[src/rtl/reg_scoreboard.sv]
// reg_scoreboard: decode-stage hazard controller for a 32x32 register file.
// Counts in-flight writes per architectural register and refuses issue on a
// RAW hazard, on per-register or global counter saturation, or while the
// one-cycle FLUSH state is clearing the pending state.
//
// Optional feature (compile-time macro SCOREBOARD_WB_BYPASS_EN):
//   defined   - a source whose count is exactly 1 and which is being retired
//               this cycle does not cause a RAW stall. This relies on the
//               register file writing before it reads.
//   undefined - RAW decisions use pre-edge counts only.
//
// Ports:
//   clk, rst_n          clock, synchronous active-low reset
//   issue_valid         decoded instruction presented for issue
//   issue_rs/rt         source registers, qualified by issue_use_rs/rt
//   issue_dest/wr       destination register and its write enable
//   issue_stall         combinational issue refusal for this cycle
//   wb_valid/wb_reg     write-back committed to the register file
//   flush               discard all pending state
//   pending_mask        registered; bit i set when register i has pending writes
//   inflight            registered; total pending writes, saturating at 15
//   wb_error            sticky; write-back to a register with no pending write
module reg_scoreboard #(
  parameter int unsigned CNT_W        = 2,
  parameter int unsigned MAX_INFLIGHT = 8
) (
  input  logic        clk,
  input  logic        rst_n,
  input  logic        issue_valid,
  input  logic [4:0]  issue_rs,
  input  logic [4:0]  issue_rt,
  input  logic        issue_use_rs,
  input  logic        issue_use_rt,
  input  logic [4:0]  issue_dest,
  input  logic        issue_wr,
  output logic        issue_stall,
  input  logic        wb_valid,
  input  logic [4:0]  wb_reg,
  input  logic        flush,
  output logic [31:0] pending_mask,
  output logic [3:0]  inflight,
  output logic        wb_error
);

  localparam int unsigned NREG  = 32;
  localparam int unsigned TOT_W = (MAX_INFLIGHT < 2) ? 1 : $clog2(MAX_INFLIGHT + 1);
  localparam logic [CNT_W-1:0] CNT_MAX = '1;

  typedef enum logic {
    RUN   = 1'b0,
    FLUSH = 1'b1
  } state_t;

  state_t           state_q, state_d;
  logic [CNT_W-1:0] cnt_q [NREG];
  logic [CNT_W-1:0] cnt_d [NREG];
  logic [TOT_W-1:0] tot_q, tot_d;
  logic             err_d;
  logic [31:0]      mask_d;
  logic [3:0]       inflight_d;

  logic rs_busy, rt_busy, raw, full;
  logic retire, inc, same_reg, dec, wb_bad;

  // Hazard detection and issue handshake, all from pre-edge state.
  always_comb begin
    retire  = wb_valid && (wb_reg != 5'd0) && (state_q == RUN);
    rs_busy = issue_use_rs && (issue_rs != 5'd0) && (cnt_q[issue_rs] != '0);
    rt_busy = issue_use_rt && (issue_rt != 5'd0) && (cnt_q[issue_rt] != '0);
`ifdef SCOREBOARD_WB_BYPASS_EN
    // Last pending write lands this cycle; the register file forwards it.
    if (retire && (wb_reg == issue_rs) && (cnt_q[issue_rs] == CNT_W'(1))) rs_busy = 1'b0;
    if (retire && (wb_reg == issue_rt) && (cnt_q[issue_rt] == CNT_W'(1))) rt_busy = 1'b0;
`endif
    raw  = rs_busy || rt_busy;
    full = issue_wr && (issue_dest != 5'd0) &&
           ((cnt_q[issue_dest] == CNT_MAX) || (tot_q == TOT_W'(MAX_INFLIGHT)));
    issue_stall = issue_valid && (raw || full || (state_q != RUN));

    inc      = issue_valid && !issue_stall && issue_wr && (issue_dest != 5'd0);
    // Accept and retire on one register cancel; the write-back is legitimate.
    same_reg = inc && retire && (issue_dest == wb_reg);
    dec      = retire && !same_reg && (cnt_q[wb_reg] != '0);
    wb_bad   = retire && !same_reg && (cnt_q[wb_reg] == '0);
  end

  // Next-state for counters, total, error flag and FSM.
  always_comb begin
    state_d = state_q;
    tot_d   = tot_q;
    err_d   = wb_error || wb_bad;
    for (int i = 0; i < int'(NREG); i++) cnt_d[i] = cnt_q[i];

    case (state_q)
      FLUSH: begin
        for (int i = 0; i < int'(NREG); i++) cnt_d[i] = '0;
        tot_d   = '0;
        state_d = flush ? FLUSH : RUN;
      end
      default: begin
        if (inc && !same_reg) cnt_d[issue_dest] = cnt_q[issue_dest] + CNT_W'(1);
        if (dec)              cnt_d[wb_reg]     = cnt_q[wb_reg] - CNT_W'(1);
        case ({inc && !same_reg, dec})
          2'b10:   tot_d = tot_q + TOT_W'(1);
          2'b01:   tot_d = tot_q - TOT_W'(1);
          default: tot_d = tot_q;
        endcase
        if (flush) state_d = FLUSH;
      end
    endcase
    cnt_d[0] = '0;
  end

  // Observable summaries of the next counter state, registered below.
  always_comb begin
    mask_d = '0;
    for (int i = 1; i < int'(NREG); i++) mask_d[i] = (cnt_d[i] != '0);
    if (32'(tot_d) > 32'd15) inflight_d = 4'd15;
    else                     inflight_d = 4'(tot_d);
  end

  always_ff @(posedge clk) begin
    if (!rst_n) begin
      state_q      <= RUN;
      tot_q        <= '0;
      wb_error     <= 1'b0;
      pending_mask <= '0;
      inflight     <= '0;
      for (int i = 0; i < int'(NREG); i++) cnt_q[i] <= '0;
    end else begin
      state_q      <= state_d;
      tot_q        <= tot_d;
      wb_error     <= err_d;
      pending_mask <= mask_d;
      inflight     <= inflight_d;
      for (int i = 0; i < int'(NREG); i++) cnt_q[i] <= cnt_d[i];
    end
  end

endmodule

[config.mk]
export PLATFORM = sky130hd
export DESIGN_NAME = reg_scoreboard
export DESIGN_NICKNAME = d
export VERILOG_FILES = /design/src/rtl/reg_scoreboard.sv
export SDC_FILE = /design/constraint.sdc
export NUM_CORES = 1
export LEC_CHECK = 0
export ABC_AREA = 0
export CAP_MARGIN = 20
export CORE_MARGIN = 2
export CORE_UTILIZATION = 42
export CTS_CLUSTER_DIAMETER = 60
export DETAILED_ROUTE_END_ITERATION = 12
export DONT_BUFFER_PORTS = 1
export GPL_ROUTABILITY_DRIVEN = 1
export REMOVE_ABC_BUFFERS = 1
export SYNTH_ARGS = -nofsm -noshare
export SYNTH_HDL_FRONTEND = slang
export SYNTH_SLANG_ARGS = --single-unit
[constraint.sdc]
create_clock -name clk -period 14.4 [get_ports clk]
set_input_delay 2.88 -clock clk [delete_from_list [all_inputs] [get_ports clk]]
set_output_delay 2.88 -clock clk [all_outputs]
set_load 0.005 [all_outputs]
# [Word-level counts from Yosys, hierarchy flattened]
# Memory sizes are Yosys's and may differ from the RTL's.
# Cells that the tools add are included.
[totals] mem_bits_ro=0 out_inout_bits=38 latchBits=0 n_memories=1 word_cells=169 regBits=38 mem_bits_rw=64
[classes] mul=0 magnitude_cmp=4 addsub=4 bitwise_logic=36 shift=0 div_mod_pow=0 reduce_logical=68 muxes=46 n_eq_ne=5
[mem_list] memory="cnt_q" words=32 word_bits=2 rd=36 rd_ports_with_merged_regs=0 wr=32 line="55" rtl="logic [CNT_W-1:0] cnt_q [NREG];"
[op_table] cell="64-bit bitwise mux" count=2
[op_table] cell="64-bit 2-to-1 mux" count=2
[op_table] cell="62-bit 2-to-1 mux" count=2
[op_table] cell="2-bit nonzero test" count=35
[op_table] cell="2-bit 2-to-1 mux" count=34
[op_table] cell="1-bit bitwise OR" count=32
[op_table] cell="2-bit demux with 5-bit select" count=2
[op_table] cell="1-bit logical AND" count=20
[op_table] cell="5-bit nonzero test" count=4
[op_table] cell="6-bit >= comparator, second input constant" count=2
[op_table] cell="6-bit by 1-bit less-than comparator with 1-bit output, second input constant" count=2
[op_table] cell="5-bit NOT with 6-bit output" count=2
[op_table] cell="4-bit case mux with 2 select lines" count=1
[op_table] cell="5-bit equality test" count=1
[op_table] cell="1-bit logical OR" count=5
[op_table] cell="4-bit by 1-bit adder with 4-bit output, second input constant" count=1
[op_table] cell="2-bit equality test, second input constant" count=2
[op_table] cell="4-bit equality test, second input constant" count=1
[op_table] cell="4-bit by 1-bit subtractor with 4-bit output, second input constant" count=1
[op_table] cell="1-bit 2-to-1 mux" count=3
[op_table] cell="2-bit by 1-bit adder with 2-bit output, second input constant" count=1
[op_table] cell="2-bit by 1-bit equality test with 1-bit output, second input constant" count=1
[op_table] cell="1-bit zero test" count=2
[op_table] cell="2-bit zero test" count=1
[op_table] cell="other kinds (3)" count=4

# [Longest topological paths before layout]
# Gate-level depths: netlist (run 1).
[depth] word_depth=21 depth_mapped=23

# [Least setup slack after synthesis (run 1)]
# OpenSTA, ideal clock, no wires.
[synth_path] path_kind="input port to output port" start="in issue_dest[0]" end="out issue_stall" path_buffers=5 arrival_ns=6.017 slack_ns=5.503 t_required_ns=11.520 cell_stages=14 path_cell_list="buf_1 buf_2 mux4_2 a22oi_1 nand4_1 ha_1 a31o_2 a31o_2 a311o_1 clkbuf_1 buf_2 clkbuf_1 nor2_1 nor2b_1"
[synth_via] elab_chain_cells=7 elab_cells_between_ends=9 cone_classes="eq/ne (1); reduce/logical (7); memory (1)"
[synth_rtl] item="from (decl)" line="34" rtl="input logic [4:0] issue_dest,"
[synth_rtl] item="memory 32 x 2 bit"
[synth_rtl] item="2-bit equality test" line="77" rtl="((cnt_q[issue_dest] == CNT_MAX) || (tot_q == TOT_W'(MAX_INFLIGHT)));"
[synth_rtl] item="1-bit logical OR" line="77"
[synth_rtl] item="1-bit logical AND *" line="76" rtl="full = issue_wr && (issue_dest != 5'd0) &&"
[synth_rtl] item="1-bit logical OR * (2 in series)" line="78" rtl="issue_stall = issue_valid && (raw || full || (state_q != RUN));"
[synth_rtl] item="1-bit logical AND *" line="78"
[synth_rtl] item="to (decl)" line="36" rtl="output logic issue_stall,"
# Every way passes the cells marked *; elsewhere a longest branch is shown, timed or not.

# [Worst setup path after layout (run 1)]
# Ends and elaborated chain as after synthesis.

==> results.toml, run 1 <==
[worst_setup_path]
worstPathMaxFanout = 22
cp_slowest_cell = "mux4_2"
r2r-end = "tot_q[3]"
cp.buffers_inverters = 1
arrival_ns = 5.30
crit_chain = "mux4_2, a22oi_1, o211ai_1, nor2_2, inv_1, ha_1, a31o_2, a31o_2, a311o_2, nor2_1, nor2b_1"
rrSetupSlack_ns = 9.62
setup.worst_path.start = "issue_dest[0]"
startpoint_type = "input pin"
worst_ep_required_time_ns = 11.52
cp_slowest_stage_delay_ns = 0.49
critical_path.top_delay_family = "compound AO/OA/AOI/OAI gates"
critPathCaptureType = "primary output"
worst-r2r-cell-count = 19
crit_top_cell = "a31o_2"
crit_cells = 11
crit_end = "issue_stall"
r2r-start = "cnt_q[7][0]"
crit_type = "in2out"

[synthesis]
synth_edf_count = 0
synth_area_leaders = "dfxtp_1 (29%), mux4_2 (11%), a221oi_1 (7.8%), nor2_1 (5.6%), o31a_1 (5.5%)"
synth_top_area_frac = 0.289
avgSynthCellArea_um2 = 8.40
synth_top_area_cell = "dfxtp_1"
syn_inst = 818
synth.distinct_cells = 62
async_flop_share = 0
synth_area_mm2 = 0.00687
synth_warnings = 0
synth_seq_cells = 99
yosysSeqAreaShare = 0.289
synthFlopType = "dfxtp_1"
yosysMostFrequentCell = "nor2_1"
synth_common_cells = "nor2_1 (102), dfxtp_1 (99), a221oi_1 (61)"

[timing]
drv_slew = 0
worstMarginPinSlew_ns = 1.11
report.final.setup_viol = 0
slew-limit-headroom = 0.252
fin_crit_sh = 0.568
fin_ws_ns = 6.22
timing.fmax_mhz = 122
hold_viol_final = 0
hold_slack_ns = 0.499
fin_worst_skew_ns = 0.0112
rsz0062_at_grt = "no"
min_period_ns = 8.18
finalSetupTns_ns = 0

[die]
dieArea_mm2 = 0.0174
die_w_um = 132
die_y_um = 132
core_area_mm2 = 0.0159
rows = 46
initial_core_util = 0.431
ioPinCount = 66

[grt]
overflow = 0
gr-usage-all-layers = 0.304
grt_max_degree = 86
grt_pass1_wl_mm = 40.9
grt_pass1_vias = 6918
grt_antenna_before_repair = 0

[power_and_ir_drop]
ir_drop_mv = 0.0580
power-per-cell-area_mw_per_mm2 = 80.5
power_leakage_nw = 2.34
fin_total_pwr_mw = 0.584

[cts]
cts.sinks = 99
clockBufferDepth = 2
root_buffer = "clkbuf_16"
cts_max_level = 3
hold_buffers = 0
clk_pin_slew_worst_paths_ns = 0.06
tritoncts = "built"
cts_made_buffers = 9
cts_setup_buffers = 0
clkLatencyLatePin_ns = 0.36
cts_resized = 0

[layout]
fin_nets = 799
final_core_util = 0.455
num_antenna_cells = 0
final_area_mm2 = 0.00725
layout-drive-gt1-share = 0.108
instances_no_fill = 984
area_growth_pct = 5.61

[place]
dp.cells = 969
place.gp.congestion = 0.996
numPortBuffers = 0
pre_cts_slack_ns = 6.23
place_hpwl_mm = 18.4
placed_area_mm2 = 0.00696

[route]
wl_met2_mm = 11.9
wl_met1_mm = 10.4
wirelength_mm = 26.6
viasPerCell = 7.24
drc = 0
antenna_left = 0
wl_per_cell_um = 27.0
firstDrtPassIters = 5
maxUsedRoutingLayer = "met4"
drt_iter0_markers = 858
wl_met3_mm = 3.18
vias = 7122

[outcome]
outcome = "finished clean"

[job]
maxCapViolations = 0

[min_path]
hp-class = "reg2reg"
-- cell usage in the layout, fill, tap and decap left out, drive strengths merged, types with 5 or more instances in the layout --
master  count
nor2      102
dfxtp      99
a221oi     62
nor3       56
o31a       43
o21ai      43
mux4       33
nand3      32
o22ai      31
a21o       31
buf        20
nand2      19
a21boi     18
a21oi      14
a22oi      13
and2       13
nor3b      12
clkbuf     11
inv         9
nor2b       9
or3         8
nor4        8
xor2        7
a31oi       7
or2         6
o211ai      5
a211oi      5
ha          5
-- final cells by class --
class                      instances  area (um^2)
sequential                        99         1980
clock inverter                     3         40.0
inverter                           9         33.8
tap                              216          270
multi-input combinational        626         4520
timing repair buffer              20          168
fill                            1595         8690
clock buffer                      11          243
-- per-layer routing --
metal / up-vias / track usage
li1: 3076 / -
met1: 3481 / 0.401
met2: 480 / 0.464
met3: 85 / 0.0830
met4: 0 / 0.142
met5: - / 0
-- state kept, by name, summed over array words and instances (netlist names) --
register      count
wb_error          1
tot_q             4
pending_mask     31
cnt_q            62
state_q           1
-- worst min path at each step --
| stage | startpoint | endpoint | cells past startpoint |
|---|---|---|---|
| after floorplan | wb_error | wb_error | 1 |
| after global placement | wb_error | wb_error | 1 |
| after detailed placement | wb_error | wb_error | 1 |
| after CTS | wb_error | wb_error | 1 |
| after global routing | wb_error | wb_error | 1 |
| final | wb_error | wb_error | 1 |
-- power breakdown --
group          switching [mW]  internal (mW)
Sequential            0.00120          0.275
Clock                   0.104          0.137
Combinational          0.0449         0.0217
Total                   0.150          0.434
-- logic make-up after synthesis --
kind of cell	after synthesis	synth area share
AOI/OAI and AO/OA	286	0.308
xor gates and xnor gates	8	0.0102
adders and majority gates	6	0.0120
buffers and inverters	93	0.0568
DFF	99	0.289
muxes	37	0.115
other	1	0.000546
and+or+nand+nor	288	0.209
No activity file was read; power rests on OpenSTA's default activity.
==> run 2: changes to the inputs <==
==> constraint.sdc (replaced) <==
create_clock -name clk -period 7.6 [get_ports clk]
set_input_delay 1.52 -clock clk [delete_from_list [all_inputs] [get_ports clk]]
set_output_delay 1.52 -clock clk [all_outputs]
set_load 0.005 [all_outputs]
==> results.toml, run 2 (synthesis results as in run 1) <==
[die]
ioPinCount = 66
dieArea_mm2 = 0.0174
die_y_um = 132
rows = 46
die_w_um = 132
core_area_mm2 = 0.0159
initial_core_util = 0.431

[layout]
regArea_mm2 = 0.00198
reg_top3 = "cnt_q: 62 flops, pending_mask: 31 flops, tot_q: 4 flops"
top_register = "cnt_q"
final_common_cell = "nor2_1"
area_growth_pct = 5.54
num_antenna_cells = 0
mostFrequentLayoutCells = "nor2_1 (101), dfxtp_1 (99), a221oi_1 (61), nor3_1 (55), o31a_1 (43)"
layout-drive-gt1-share = 0.109
nFillCells = 1554
final_area_mm2 = 0.00725
largest_reg_flops = 62
multi_input_area_mm2 = 0.00452
fin_nets = 801
instances_no_fill = 986

[grt]
use_met3 = 0.106
overflow = 0
grt_pass1_vias = 6879
grt_pass1_wl_mm = 39.0
grt_antenna_before_repair = 0
grt_max_degree = 85
gr-usage-all-layers = 0.289
met2_usage = 0.431
grt-busiest-layer = "met2"
grt_use_met1 = 0.359

[route]
drt_iter0_markers = 713
firstDrtPassIters = 6
antenna_left = 0
drc = 0
wirelength_mm = 25.4
viasPerCell = 7.20
vias = 7096
wl_per_cell_um = 25.7

[cts]
clk_pin_slew_worst_paths_ns = 0.06
cts_max_level = 3
hold_buffers = 0
cts.sinks = 99
cts_setup_buffers = 0
cts_resized = 0
clkLatencyLatePin_ns = 0.36
clockBufferDepth = 2
tritoncts = "built"
root_buffer = "clkbuf_16"
cts_made_buffers = 9

[worst_setup_path]
r2r-start = "cnt_q[6][0]"
r2r-end = "pending_mask[5]"
worstPathMaxFanout = 22
rrSetupSlack_ns = 3.02
crit_type = "in2out"
crit_chain = "mux4_2, a22oi_1, nand2_1, nor2_2, inv_1, ha_1, a31o_2, a31o_2, a311o_2, nor2_1, nor2b_1"
arrival_ns = 3.95
worst_ep_required_time_ns = 6.08
cp_slowest_stage_delay_ns = 0.48
worst-r2r-cell-count = 13
setup.worst_path.start = "issue_dest[0]"
startpoint_type = "input pin"
critPathCaptureType = "primary output"
crit_end = "issue_stall"
cp_slowest_cell = "mux4_2"
crit_top_cell = "a31o_2"

[timing]
hold_viol_final = 0
worstMarginPinSlew_ns = 1.23
rsz0062_at_grt = "no"
finalSetupTns_ns = 0
drv_slew = 0
min_period_ns = 5.47
fin_worst_skew_ns = 0.00593
fin_crit_sh = 0.719
report.final.setup_viol = 0
slew-limit-headroom = 0.175
timing.fmax_mhz = 183

[place]
place_hpwl_mm = 17.4
placed_area_mm2 = 0.00699
numPortBuffers = 0
dp.cells = 972
place.gp.congestion = 1.02

[power_and_ir_drop]
fin_total_pwr_mw = 1.08
power_leakage_nw = 2.34
power-per-cell-area_mw_per_mm2 = 149
ir_drop_mv = 0.116

[outcome]
outcome = "finished clean"

[job]
maxCapViolations = 0

[min_path]
worstHoldPathCells = 1
hp-class = "reg2reg"
## run 2: changes by cell type in the layout (fill, tap and decap cells not counted)
cell       before  now
buf_4          18   21
buf_2           1    0
bufinv_16       1    0
clkbuf_1        1    2
clkinv_2        2    1
clkinv_4        0    1
## run 2: worst min-delay path by stage
stage	start	end	slack, ns
after floorplan	wb_error	wb_error	0.46
after global placement	wb_error	wb_error	0.48
after detailed placement	wb_error	wb_error	0.51
after CTS	wb_error	wb_error	0.53
after global routing	wb_error	wb_error	0.56
final	wb_error	wb_error	0.53
## run 2: area by class of cell
class                           count  share of cell area
Sequential cell                    99               0.273
Clock buffer                       12              0.0340
Clock inverter                      2             0.00190
Multi-Input combinational cell    626               0.623
Inverter                            9             0.00466
Timing Repair Buffer               22              0.0255
Tap cell                          216              0.0373
## run 2: critical path, delay by kind of cell
family	cells	cell delay (ns)
adder cells (fa/ha/maj)	1	0.21
AO/OA/AOI/OAI	4	1.09
buffers and inverters	1	0.10
multiplexers	1	0.48
AND/OR/NAND/NOR	4	0.52
## run 2: power by group
part	total, mW	internal (mW)	switching, mW	leakage [nW]
sequential	0.523	0.521	0.00219	0.798
combinational	0.128	0.0422	0.0860	1.41
clock	0.430	0.228	0.202	0.128
## run 2: through the flow
stage / worst slack (ns) / hold slack, ns / util
floorplan: 0.572 / 0.464 / -
global placement: 2.15 / 0.477 / 0.437
detailed placement: 1.99 / 0.511 / 0.438
CTS: 2.15 / 0.525 / 0.455
global route: 2.00 / 0.561 / 0.455
finish: 2.13 / 0.532 / 0.455
## run 2: layer usage
| layer | up-vias | routed length (um) |
|---|---|---|
| li1 | 3101 | - |
| met1 | 3427 | 9760 |
| met2 | 466 | 11100 |
| met3 | 102 | 3200 |
| met4 | 0 | 1360 |
| met5 | - | 0 |
==> run 3: changes to the inputs <==
==> constraint.sdc (replaced) <==
create_clock -name clk -period 5.5 [get_ports clk]
set_input_delay 1.1 -clock clk [delete_from_list [all_inputs] [get_ports clk]]
set_output_delay 1.1 -clock clk [all_outputs]
set_load 0.005 [all_outputs]
==> results.toml, run 3 (synthesis results as in run 1) <==
[route]
wl_per_cell_um = 27.4
antenna_left = 0
wirelength_mm = 27.3
viasPerCell = 7.12
drc = 0
drt_iter0_markers = 707
firstDrtPassIters = 5
vias = 7094

[worst_setup_path]
critPathCaptureType = "primary output"
rrSetupSlack_ns = 1.29
crit_top_cell = "a31o_2"
cp_slowest_cell = "mux4_2"
worst_ep_required_time_ns = 4.40
cp.buffers_inverters = 1
arrival_ns = 3.46
startpoint_type = "input pin"
cp_slowest_stage_delay_ns = 0.49
critical_path.top_delay_family = "compound AO/OA/AOI/OAI gates"
crit_chain = "mux4_2, a22oi_1, nand2_1, nor2_2, inv_1, ha_1, a31o_2, a31o_2, a311o_2, nor2_1, nor2b_1"
crit_type = "in2out"
worstPathMaxFanout = 22

[grt]
gr-usage-all-layers = 0.308
use_met3 = 0.0903
grt-busiest-layer = "met2"
met2_usage = 0.480
grt_pass1_vias = 6996
grt_max_degree = 85
grt_pass1_wl_mm = 41.6
grt_use_met1 = 0.396
grt_antenna_before_repair = 0
overflow = 0

[cts]
clockBufferDepth = 2
hold_buffers = 0
cts_resized = 0
cts_made_buffers = 9
clkLatencyLatePin_ns = 0.36
cts_max_level = 3
tritoncts = "built"
clk_pin_slew_worst_paths_ns = 0.07
cts_setup_buffers = 0
root_buffer = "clkbuf_16"
cts.sinks = 99

[timing]
slew-limit-headroom = 0.193
fin_ws_ns = 0.936
min_period_ns = 4.56
drv_slew = 0
hold_viol_final = 0
fin_crit_sh = 0.830
fin_worst_skew_ns = 0.00675
worstMarginPinSlew_ns = 1.21
report.final.setup_viol = 0
rsz0062_at_grt = "no"
timing.fmax_mhz = 219

[layout]
top_register = "cnt_q"
area_growth_pct = 7.14
reg_top3 = "cnt_q: 62 flops, pending_mask: 31 flops, tot_q: 4 flops"
largest_reg_flops = 62
layout-drive-gt1-share = 0.122
fin_nets = 809
final_area_mm2 = 0.00736
final_common_cell = "nor2_1"
num_antenna_cells = 0
mostFrequentLayoutCells = "nor2_1 (101), dfxtp_1 (99), a221oi_1 (61), nor3_1 (55), o31a_1 (43)"

[die]
initial_core_util = 0.431
core_area_mm2 = 0.0159
rows = 46
dieArea_mm2 = 0.0174
ioPinCount = 66
die_w_um = 132
die_y_um = 132

[power_and_ir_drop]
intPower_mw = 1.18
combinationalPowerShare = 0.114
clkPwrFrac = 0.434
fin_total_pwr_mw = 1.60
power-per-cell-area_mw_per_mm2 = 217
power_leakage_nw = 2.39
swShare = 0.263
p_seq_frac = 0.452
switchingPower_mw = 0.421
ir_drop_mv = 0.142

[place]
place.gp.congestion = 0.959
placed_area_mm2 = 0.00704
numPortBuffers = 0
place_hpwl_mm = 18.7
pre_cts_slack_ns = 0.564

[min_path]
hp-class = "reg2reg"

[job]
maxCapViolations = 0

[outcome]
outcome = "finished clean"
## run 3: cell types whose count changed in the layout (fill, tap and decap cells not counted), sizes merged
cell / change
buf: +8
bufinv: +2
clkbuf: -2
clkinvlp: +2
clkinv: -1
inv: +1
## run 3: metal layers
metal / share of wire / vias to the layer above / wire [um]
met4: 0.036 / 0 / 976
li1: - / 3114 / -
met3: 0.11 / 65 / 3030
met5: 0 / - / 0
met2: 0.45 / 421 / 12400
met1: 0.40 / 3494 / 10900
## run 3: final timing paths
kind / from / endpoint / depth (start not counted)
worst min register to register: wb_error / wb_error / 1
worst max-delay path: issue_dest[0] / issue_stall / 11
worst max register to register: cnt_q[6][0] / tot_q[3] / 18
worst min-delay path: wb_error / wb_error / 1
## run 3: power by group through the flow
stage / Combinational (mW) / Sequential (mW) / Clock, mW
floorplan: 0.119 / 0.738 / 0
global placement: 0.172 / 0.739 / 0
detailed placement: 0.176 / 0.739 / 0
CTS: 0.176 / 0.722 / 0.703
global route: 0.193 / 0.722 / 0.730
finish: 0.182 / 0.722 / 0.694
## run 3: area by class of cell
| type | count | area [um^2] |
|---|---|---|
| Clock buffer | 10 | 229 |
| Inverter | 9 | 33.8 |
| Timing Repair Buffer | 30 | 238 |
| Fill cell | 1611 | 8580 |
| Clock inverter | 6 | 88.8 |
| Multi-Input combinational cell | 626 | 4520 |
| Sequential cell | 99 | 1980 |
| Tap cell | 216 | 270 |
## run 3: metrics by stage
step	hold WS [ns]	std cells	utilization	setup TNS, ns
2_1_floorplan	0.464	734	-	-19.38
5_1_grt	0.531	996	0.462	0
4_1_cts	0.508	996	0.462	0
3_3_place_gp	0.479	980	0.442	0
3_5_place_dp	0.491	980	0.442	0
6_report	0.502	996	0.462	0
